==> config.mk <==
export PLATFORM = sky130hd
export DESIGN_NAME = spi_slave_rx_flat
export DESIGN_NICKNAME = d
export VERILOG_FILES = /design/src/rtl/spi_pkg.sv /design/src/rtl/spi_slave_rx_if.sv /design/src/rtl/spi_slave_rx_sync.sv /design/src/rtl/spi_slave_rx.sv /design/src/flat_wrapper.sv
export SDC_FILE = /design/constraint.sdc
export NUM_CORES = 1
export LEC_CHECK = 0
export ABC_CLOCK_PERIOD_IN_PS = 2100
export BUFFER_PORTS_ARGS = -buffer_cell sky130_fd_sc_hd__buf_2
export CAP_MARGIN = 20
export CORE_MARGIN = 2
export CORE_UTILIZATION = 33
export DETAILED_ROUTE_END_ITERATION = 10
export HOLD_SLACK_MARGIN = 0.12
export PLACE_DENSITY = 0.57
export RECOVER_POWER = 50
export SLEW_MARGIN = 20
export SYNTH_ARGS = -nofsm -noshare
export SYNTH_HDL_FRONTEND = slang
export SYNTH_SLANG_ARGS = --single-unit
==> constraint.sdc <==
create_clock -name clk -period 2.1 [get_ports clk]
set_input_delay 0.105 -clock clk [delete_from_list [all_inputs] [get_ports clk]]
set_output_delay 0.105 -clock clk [all_outputs]
set_load 0.01 [all_outputs]
==> src/rtl/spi_pkg.sv <==
// Shared types and constants for the SPI slave receiver.
// The state encoding is the value reported on diag_state.
package spi_pkg;

  localparam int BYTE_BITS   = 8;
  localparam int FRAME_CNT_W = 16;
  localparam int BIT_CNT_W   = $clog2(BYTE_BITS);

  typedef enum logic [1:0] {
    ST_IDLE         = 2'd0,
    ST_RECV         = 2'd1,
    ST_WAIT_CS_HIGH = 2'd2
  } state_t;

endpackage

==> src/rtl/spi_slave_rx_if.sv <==
// SPI pins, FIFO write port and status signals of the SPI slave receiver.
// The slave modport is the receiver side; master is the SPI host and FIFO side.
interface spi_slave_rx_if;
  import spi_pkg::*;

  logic                   sclk;
  logic                   cs_n;
  logic                   mosi;
  logic                   fifo_full;
  logic                   ovf_clr;
  logic                   fifo_write;
  logic [BYTE_BITS-1:0]   fifo_wdata;
  logic                   overflow;
  logic                   frame_done;
  logic                   frame_err;
  logic [FRAME_CNT_W-1:0] frame_bytes;
  logic [1:0]             diag_state;

  modport slave (
    input  sclk, cs_n, mosi, fifo_full, ovf_clr,
    output fifo_write, fifo_wdata, overflow, frame_done, frame_err, frame_bytes, diag_state
  );

  modport master (
    output sclk, cs_n, mosi, fifo_full, ovf_clr,
    input  fifo_write, fifo_wdata, overflow, frame_done, frame_err, frame_bytes, diag_state
  );

endinterface

==> src/rtl/spi_slave_rx_sync.sv <==
// Multi-flop synchronizer for one asynchronous input, with rise/fall detection
// on the synchronized level. RST_VAL is the line's idle level.
module spi_sync #(
  parameter int STAGES  = 2,
  parameter bit RST_VAL = 1'b0
) (
  input  logic clk,
  input  logic rst,
  input  logic async_in,
  output logic sync_out,
  output logic rise,
  output logic fall
);

  genvar gi;
  generate
    for (gi = 0; gi < STAGES; gi++) begin : g_stage
      logic q_reg;
      logic d_in;
      if (gi == 0) begin : g_in
        assign d_in = async_in;
      end else begin : g_chain
        assign d_in = g_stage[gi-1].q_reg;
      end
      always_ff @(posedge clk) begin
        if (rst) q_reg <= RST_VAL;
        else     q_reg <= d_in;
      end
    end
  endgenerate

  logic prev_reg;

  always_ff @(posedge clk) begin
    if (rst) prev_reg <= RST_VAL;
    else     prev_reg <= sync_out;
  end

  assign sync_out = g_stage[STAGES-1].q_reg;
  assign rise     = sync_out & ~prev_reg;
  assign fall     = ~sync_out & prev_reg;

endmodule

==> src/rtl/spi_slave_rx.sv <==
// SPI mode-0 slave receiver: assembles bytes from the oversampled SPI pins,
// strobes them into a downstream FIFO and reports per-frame byte counts.
module spi_slave_rx
  import spi_pkg::*;
#(
  parameter int SYNC_STAGES = 2,
  parameter bit MSB_FIRST   = 1'b1
) (
  input  logic           clk,
  input  logic           rst,
  spi_slave_rx_if.slave  bus
);

  // Sync lanes: 0 = sclk, 1 = cs_n, 2 = mosi; reset to the idle bus levels.
  localparam logic [2:0] SYNC_IDLE = 3'b010;
  localparam int         SETTLE_W  = $clog2(SYNC_STAGES + 1);

  logic [2:0] raw_in;
  logic [2:0] sync_lvl;
  logic [2:0] sync_rise;
  logic [2:0] sync_fall;

  assign raw_in = {bus.mosi, bus.cs_n, bus.sclk};

  genvar gi;
  generate
    for (gi = 0; gi < 3; gi++) begin : g_sync
      spi_sync #(
        .STAGES  (SYNC_STAGES),
        .RST_VAL (SYNC_IDLE[gi])
      ) u_sync (
        .clk      (clk),
        .rst      (rst),
        .async_in (raw_in[gi]),
        .sync_out (sync_lvl[gi]),
        .rise     (sync_rise[gi]),
        .fall     (sync_fall[gi])
      );
    end
  endgenerate

  logic sclk_rise;
  logic cs_rise;
  logic cs_fall;
  logic cs_lvl;
  logic mosi_lvl;
  logic unused_sync;

  assign sclk_rise   = sync_rise[0];
  assign cs_rise     = sync_rise[1];
  assign cs_fall     = sync_fall[1];
  assign cs_lvl      = sync_lvl[1];
  assign mosi_lvl    = sync_lvl[2];
  assign unused_sync = ^{sync_lvl[0], sync_fall[0], sync_rise[2], sync_fall[2]};

  state_t                 state_reg;
  logic [SETTLE_W-1:0]    settle_reg;
  logic [BIT_CNT_W-1:0]   bit_cnt_reg;
  logic [FRAME_CNT_W-1:0] byte_cnt_reg;
  logic [BYTE_BITS-1:0]   shift_reg;
  logic [BYTE_BITS-1:0]   shift_next;
  logic                   fifo_write_reg;
  logic [BYTE_BITS-1:0]   fifo_wdata_reg;
  logic                   overflow_reg;
  logic                   frame_done_reg;
  logic                   frame_err_reg;
  logic [FRAME_CNT_W-1:0] frame_bytes_reg;
  logic                   settled;
  logic                   byte_done;

  always_comb begin
    shift_next = shift_reg;
    if (MSB_FIRST) shift_next = {shift_reg[BYTE_BITS-2:0], mosi_lvl};
    else           shift_next = {mosi_lvl, shift_reg[BYTE_BITS-1:1]};
  end

  // The synchronizers come out of reset holding idle levels, not real samples;
  // cs_n is trusted only once the chain has been refilled from the pin.
  assign settled   = (settle_reg == SETTLE_W'(SYNC_STAGES));
  assign byte_done = (bit_cnt_reg == BIT_CNT_W'(BYTE_BITS - 1));

  always_ff @(posedge clk) begin
    if (rst) begin
      state_reg       <= ST_WAIT_CS_HIGH;
      settle_reg      <= '0;
      bit_cnt_reg     <= '0;
      byte_cnt_reg    <= '0;
      shift_reg       <= '0;
      fifo_write_reg  <= 1'b0;
      fifo_wdata_reg  <= '0;
      overflow_reg    <= 1'b0;
      frame_done_reg  <= 1'b0;
      frame_err_reg   <= 1'b0;
      frame_bytes_reg <= '0;
    end else begin
      fifo_write_reg <= 1'b0;
      frame_done_reg <= 1'b0;
      frame_err_reg  <= 1'b0;
      if (!settled) settle_reg <= settle_reg + 1'b1;
      // A drop later in this block overrides the clear.
      if (bus.ovf_clr) overflow_reg <= 1'b0;

      case (state_reg)
        ST_IDLE: begin
          if (cs_fall) begin
            state_reg    <= ST_RECV;
            bit_cnt_reg  <= '0;
            byte_cnt_reg <= '0;
            shift_reg    <= '0;
          end
        end
        ST_RECV: begin
          if (cs_rise) begin
            state_reg       <= ST_IDLE;
            frame_done_reg  <= 1'b1;
            frame_err_reg   <= (bit_cnt_reg != '0);
            frame_bytes_reg <= byte_cnt_reg;
            bit_cnt_reg     <= '0;
            shift_reg       <= '0;
          end else if (sclk_rise) begin
            shift_reg   <= shift_next;
            bit_cnt_reg <= bit_cnt_reg + 1'b1;
            if (byte_done) begin
              if (!bus.fifo_full) begin
                fifo_write_reg <= 1'b1;
                fifo_wdata_reg <= shift_next;
              end else begin
                overflow_reg <= 1'b1;
              end
              if (byte_cnt_reg != '1) byte_cnt_reg <= byte_cnt_reg + 1'b1;
            end
          end
        end
        ST_WAIT_CS_HIGH: begin
          if (settled && cs_lvl) state_reg <= ST_IDLE;
        end
        default: state_reg <= ST_WAIT_CS_HIGH;
      endcase
    end
  end

  assign bus.fifo_write  = fifo_write_reg;
  assign bus.fifo_wdata  = fifo_wdata_reg;
  assign bus.overflow    = overflow_reg;
  assign bus.frame_done  = frame_done_reg;
  assign bus.frame_err   = frame_err_reg;
  assign bus.frame_bytes = frame_bytes_reg;
  assign bus.diag_state  = state_reg;

endmodule

==> src/flat_wrapper.sv <==
// flat-port wrapper written by rule: the top's interface ports become plain ports
module spi_slave_rx_flat import spi_pkg::*;
#(
  parameter int SYNC_STAGES = 2,
  parameter bit MSB_FIRST   = 1'b1
)
  (clk, rst, bus_sclk, bus_cs_n, bus_mosi, bus_fifo_full, bus_ovf_clr, bus_fifo_write, bus_fifo_wdata, bus_overflow, bus_frame_done, bus_frame_err, bus_frame_bytes, bus_diag_state);
  spi_slave_rx_if bus_i ();
  input  logic clk;
  input  logic rst;
  input wire logic [$bits(bus_i.sclk)-1:0] bus_sclk;
  input wire logic [$bits(bus_i.cs_n)-1:0] bus_cs_n;
  input wire logic [$bits(bus_i.mosi)-1:0] bus_mosi;
  input wire logic [$bits(bus_i.fifo_full)-1:0] bus_fifo_full;
  input wire logic [$bits(bus_i.ovf_clr)-1:0] bus_ovf_clr;
  output wire logic [$bits(bus_i.fifo_write)-1:0] bus_fifo_write;
  output wire logic [$bits(bus_i.fifo_wdata)-1:0] bus_fifo_wdata;
  output wire logic [$bits(bus_i.overflow)-1:0] bus_overflow;
  output wire logic [$bits(bus_i.frame_done)-1:0] bus_frame_done;
  output wire logic [$bits(bus_i.frame_err)-1:0] bus_frame_err;
  output wire logic [$bits(bus_i.frame_bytes)-1:0] bus_frame_bytes;
  output wire logic [$bits(bus_i.diag_state)-1:0] bus_diag_state;
  assign bus_i.sclk = bus_sclk;
  assign bus_i.cs_n = bus_cs_n;
  assign bus_i.mosi = bus_mosi;
  assign bus_i.fifo_full = bus_fifo_full;
  assign bus_i.ovf_clr = bus_ovf_clr;
  assign bus_fifo_write = bus_i.fifo_write;
  assign bus_fifo_wdata = bus_i.fifo_wdata;
  assign bus_overflow = bus_i.overflow;
  assign bus_frame_done = bus_i.frame_done;
  assign bus_frame_err = bus_i.frame_err;
  assign bus_frame_bytes = bus_i.frame_bytes;
  assign bus_diag_state = bus_i.diag_state;
  spi_slave_rx #(.SYNC_STAGES(SYNC_STAGES), .MSB_FIRST(MSB_FIRST)) u_core (.clk(clk), .rst(rst), .bus(bus_i));
endmodule
== Word-level counts from Yosys, hierarchy flattened ==
Cells that the tools add are included.
Operators by class
  mux-type cells: 26
  bitwise gates (word level): 11
  eq/ne operators: 13
  $add $sub $neg: 3
  reduce and logical (&&, ||, !) cells: 12
Operators with widths (number)
  $mux 16: 5
  $pmux 16 s2: 1
  $mux 7: 3
  $add 16x1->16 const B: 1
  $ne 16x16->1 const B: 1
  $pmux 7 s2: 1
  $ne 2x1->1 const B: 5
  $mux 3: 3
  $mux 1: 8
  $not 1->1: 8
  $mux 2: 3
  $pmux 2 s3: 1
  $pmux 3 s2: 1
  $reduce_and 3->1: 2
  $reduce_and 6->1: 1
  $reduce_and 5->1: 1
  $reduce_or 5->1: 1
  $eq 2x2->1 const B: 2
  $ne 2x2->1 const B: 2
  $add 3x1->3 const B: 1
  $and 1x1->1: 3
  $eq 3x3->1 const B: 1
  $ne 3x2->1 const B: 1
  $reduce_bool 3->1: 1
  8 further kinds: 8
Storage, ports and cells
  input bits: 7
  word-level logic and storage cells: 84
  output and inout bits: 30
  register bits after elaboration: 66

== Depth between registers and ports, before layout ==
  word-level depth: 6
  gate-level depth with buffers: 7
  gate-level depth less buffers: 7

== Cells and area by module ==
Synthesis repeated with hierarchy kept, for this count alone.
Second synthesis, totals
  cell total of the unflattened synthesis: 323
  area total of the unflattened synthesis: 2753.9 um^2
By module, submodules not included
  spi_slave_rx: cells each 299, area each 2478.6 um^2, instances 1, seq. area each 1161.1 um^2
  spi_sync (u_core.g_sync[0].u_sync ...): cells each 8, area each 91.3 um^2, instances 2, seq. area each 60.1 um^2
  spi_sync (u_core.g_sync[1].u_sync): cells each 8, area each 92.6 um^2, instances 1, seq. area each 60.1 um^2

== Worst setup path before layout ==
No wires, ideal clock.
  path kind: flip-flop to flip-flop
  start point: reg u_core.byte_cnt_reg[0]
  end point: reg u_core.byte_cnt_reg[4]
  clock period less this slack: 1739 ps
  setup slack: 361 ps
  library setup time: 91 ps
  buffers on the path: 0
  required time: 2009 ps
  stages on the path, launching flop included: 6
  arrival: 1648 ps
  cell sequence: dfxtp_1 ha_1 and3_4 nand3_4 or4_4 a311oi_1
On the way
  longest elaborated chain between the ends: 6
  elaborated cells between the ends (all ways): 9
  classes of those cells: add/sub (1); eq/ne (2); mux (5); reduce/logical (1)
Ends and longest elaborated chain
  start, declared: line spi_slave_rx.sv:59  | logic [FRAME_CNT_W-1:0] byte_cnt_reg;
  start signal, assigned: line spi_slave_rx.sv:130  | if (byte_cnt_reg != '1) byte_cnt_reg <= byte_cnt_reg + 1'b1;
  $add 16x1->16: line spi_slave_rx.sv:130
  $mux 16: line spi_slave_rx.sv:130
  $mux 16: line spi_slave_rx.sv:123  | if (byte_done) begin
  $mux 16: line spi_slave_rx.sv:120  | end else if (sclk_rise) begin
  $mux 16: line spi_slave_rx.sv:113  | if (cs_rise) begin
  $pmux 16 s2: line spi_slave_rx.sv:103  | case (state_reg)
Several ways; a longest one is shown, not always the timed one. The select of a mux whose other input is x is not followed.
A chain may end at the register's enable or synchronous reset.

== Final worst setup path ==
  start point: reg u_core.bit_cnt_reg[0]
  end point: reg u_core.overflow_reg, in the netlist u_core.bus.overflow
On the way
  longest elaborated chain between the ends: 5
Ends and longest elaborated chain
  start, declared: line spi_slave_rx.sv:58  | logic [BIT_CNT_W-1:0] bit_cnt_reg;
  start signal, assigned: line spi_slave_rx.sv:122  | bit_cnt_reg <= bit_cnt_reg + 1'b1;
  $eq 3x3->1: line spi_slave_rx.sv:80  | assign byte_done = (bit_cnt_reg == BIT_CNT_W'(BYTE_BITS - 1));
  $mux 1: line spi_slave_rx.sv:123
  $mux 1: line spi_slave_rx.sv:120
  $mux 1: line spi_slave_rx.sv:113
  $mux 1: line spi_slave_rx.sv:103
  end signal, assigned: line spi_slave_rx.sv:91  | overflow_reg <= 1'b0;
  end signal, assigned: line spi_slave_rx.sv:101  | if (bus.ovf_clr) overflow_reg <= 1'b0;
  end signal, assigned: line spi_slave_rx.sv:128  | overflow_reg <= 1'b1;
  end, declared: line spi_slave_rx.sv:64  | logic overflow_reg;
No other way between the ends.

==> impl_metrics.csv <==
group,metric,value,unit
worst_setup_path,ff2ff_path_depth,8,
pwr,power.internal,2055,µW
floorplan,die_w,95.77,µm
pwr,pwr-share-comb,6.1,%
final_layout,stdcell_area,3392,µm²
worst_setup_path,rrSetupSlack,0.15,ns
yosys,syn_area,2779,µm²
floorplan,start_util,33.99,%
run_status,status,"completed",
place,dpl.hpwl,4.548,mm
worst_setup_path,crit_path_start,"u_core.bit_cnt_reg[0]",
sta,finalCritPeriodShare,92.97,%
yosys,synth_edf_count,0,
yosys,synth_cell_types,53,
global_routing,use_met3,3.289,%
clock_tree,cts_resized,0,
final_layout,nets,393,
detailed_routing,routed_wl,6.595,mm
worst_setup_path,slowest_delay,0.56,ns
sta,min_period,1.952,ns
pwr,switching_share,23.14,%
worst_setup_path,r2r_start,"u_core.bit_cnt_reg[0]",
yosys,synth_area_leaders,"dfxtp_1, nand2_1, a21oi_1, nand3_1, o21ai_0",
run,drv_cap,0,
clock_tree,post_cts_buffers,0,
worst_setup_path,crit_path_end_kind,"flip-flop",
worst_setup_path,crit_path_frequent_cell,"ha_1",
detailed_routing,ant_nets,0,
pwr,ir_worst_vdd,0.0002801,V
yosys,ys_async_sr_fraction,0,%
sta,layout_setup_ws,0.1476,ns
yosys,synth_top_area_share,47.55,%
global_routing,grt_use_met1,20.42,%
floorplan,pin_count,37,
detailed_routing,avgViaCountPerCell,5.059,
global_routing,grt_pass1_vias,2196,
yosys,netlist_top_cells_count,"nand2_1, dfxtp_1, a21oi_1",
final_layout,multi_input_area,1373,µm²
clock_tree,clkLatencyLatePin,0.35,ns
yosys,synth.net_count,338,
clock_tree,clk_pin_slew,0.08,ns
worst_setup_path,crit_path_end,"u_core.bus.overflow",
pwr,clkPwrFrac,45.1,%
sta,fmax,0.5122,GHz
detailed_routing,drt_first_pass_iters,4,
clock_tree,clockBufferDepth,2,
yosys,synth_area_per_cell,8.524,µm²
detailed_routing,vias,2484,
clock_tree,htree_levels,3,
yosys,synthCells,326,
sta,setup_tns,0,ns
worst_setup_path,arrival,2.16,ns
global_routing,grt_busiest_layer,"met2",
worst_setup_path,critical_path.slowest_cell,"dlygate4sd3_1",
worst_setup_path,worstPathMaxFanout,4,
yosys,synth-seq-cells,66,
floorplan,die-area,9171,µm²
clock_tree,cts_tree,"done",
global_routing,grtUsageTotal,15.31,%
worst_setup_path,r2r_end,"u_core.bus.overflow",
global_routing,overflow,0,
global_routing,grtUsageMet2,23.43,%
sta,worst_pin_slew,0.9041,ns
floorplan,fp-row-count,33,
global_routing,grt_pass1_wl,10.74,mm
clock_tree,cts-root-buf,"clkbuf_8",
place,gp_congestion,0.8722,
worst_hold_path,hp-class,"in -> reg",
detailed_routing,drtIter0Drc,86,
worst_hold_path,hold_path.startpoint,"rst",
sta,max_slew_margin,39.73,%
sta,hold_viol_final,0,
pwr,power_density,788.4,nW/µm²
final_layout,diodes,0,
sta,finClkSkew,0.008902,ns
sta,grt_setup_unrepaired,"no",
yosys,ys_seq_area_share,47.55,%
pwr,p_seq_share,48.8,%
clock_tree,cts-hold-fix-buffers,6,
yosys,ys.flop_type,"dfxtp_1",
final_layout,drive_above_1_share,13.73,%
clock_tree,clkSinkCount,66,
global_routing,grt_max_degree,46,
global_routing,antenna_found_initial,0,
worst_setup_path,crit_chain,"ha_1, ha_1, nand3b_1, nor3_2, buf_4, a21oi_1, dlygate4sd3_1, nor2_1",
final_layout,ff_latch_area,1321,µm²
sta,report.final.slew_viol_count,0,
place,portBuffers,36,
place,place_area,3148,µm²
floorplan,die_h,95.77,µm
pwr,p_leak,0.001221,µW
clock_tree,cts_buffers,9,
final_layout,syn_to_final_growth,22.06,%
worst_setup_path,critical_path_required,2.31,ns
sta,setup_violations,0,
worst_setup_path,worst_setup_path_start_kind,"flip-flop",
detailed_routing,drc,0,
worst_setup_path,timing.setup.critical_path_class,"reg -> reg",
pwr,switching_power,618.9,µW
floorplan,core-area,8175,µm²
yosys,synth_most_common_cell,"nand2_1",
final_layout,fillers,844,
place,place_ws,0.2057,ns
detailed_routing,wire_per_inst,13.43,µm
yosys,yosysWarnings,0,
yosys,yosysTopAreaCell,"dfxtp_1",
==> metrics by stage <==
step / instances / power, µW / hold slack, ns / util, %
finish: 491 / 2674 / 0.3426 / 41.49
global route: 491 / 2790 / 0.3958 / 41.49
CTS: 491 / 2720 / 0.1427 / 42.03
detailed placement: 469 / 1498 / 0.2913 / 38.51
global placement: 469 / 1492 / 0.2911 / 38.51
floorplan: 326 / 1449 / 0.2088 / -
==> cell families (layout without fill, tap and decap cells) <==
family	count (synthesis)	in the layout	synth area share, %
fa+ha+maj	5	5	2.251
compound gates	82	82	18.10
buf+inv	20	80	3.062
flops	66	66	47.55
xor+xnor	1	1	0.3152
simple gates	152	152	28.73
==> cells in the final DEF, fill, tap and decap left out, drive strengths merged, types with 6 or more instances in the layout <==
master       count
nor2b            9
nand2           68
dfxtp           66
clkbuf          42
inv              6
nor4             7
dlygate4sd3      6
nor2            16
and3             6
a21oi           42
nand3           18
o21ai           13
buf             20
==> power by group through the flow <==
stage,Combinational [µW],Sequential [µW],Clock [µW]
finish,163,1310,1210
global route,188,1310,1290
CTS,169,1310,1240
detailed placement,162,1340,0
global placement,159,1330,0
floorplan,111,1340,0
==> worst max-delay path: cells and delay by family (launching register included) <==
family / cells / cell delay [ns]
buffers and inverters: 2 / 0.73
and+or+nand+nor: 3 / 0.22
adders and majority gates: 2 / 0.42
AOI/OAI and AO/OA: 1 / 0.13
DFF: 1 / 0.33
==> area by class of cell <==
cell class	instances	area share (%)
clock buffers	10	4.058
repair buffers	58	9.332
clock inverters	6	2.656
inverters	6	0.6640
flip-flops and latches	66	38.95
well taps	105	3.873
multi-input cells	240	40.46
==> worst min-delay path by stage <==
stage | cells after the start | end
2_1_floorplan | 1 | u_core.g_sync[1].u_sync.g_stage[0].q_reg
3_5_place_dp | 2 | u_core.g_sync[1].u_sync.g_stage[0].q_reg
6_report | 2 | u_core.bus.overflow
4_1_cts | 2 | u_core.bus.overflow
3_3_place_gp | 2 | u_core.g_sync[1].u_sync.g_stage[0].q_reg
5_1_grt | 2 | u_core.bus.overflow
==> layer usage <==
metal,share of wire [%],vias up
met3,3.8,6
li1,-,1268
met2,44,41
met5,0,-
met1,50,1169
met4,1.5,0
Power figures use the tool's default switching activity.
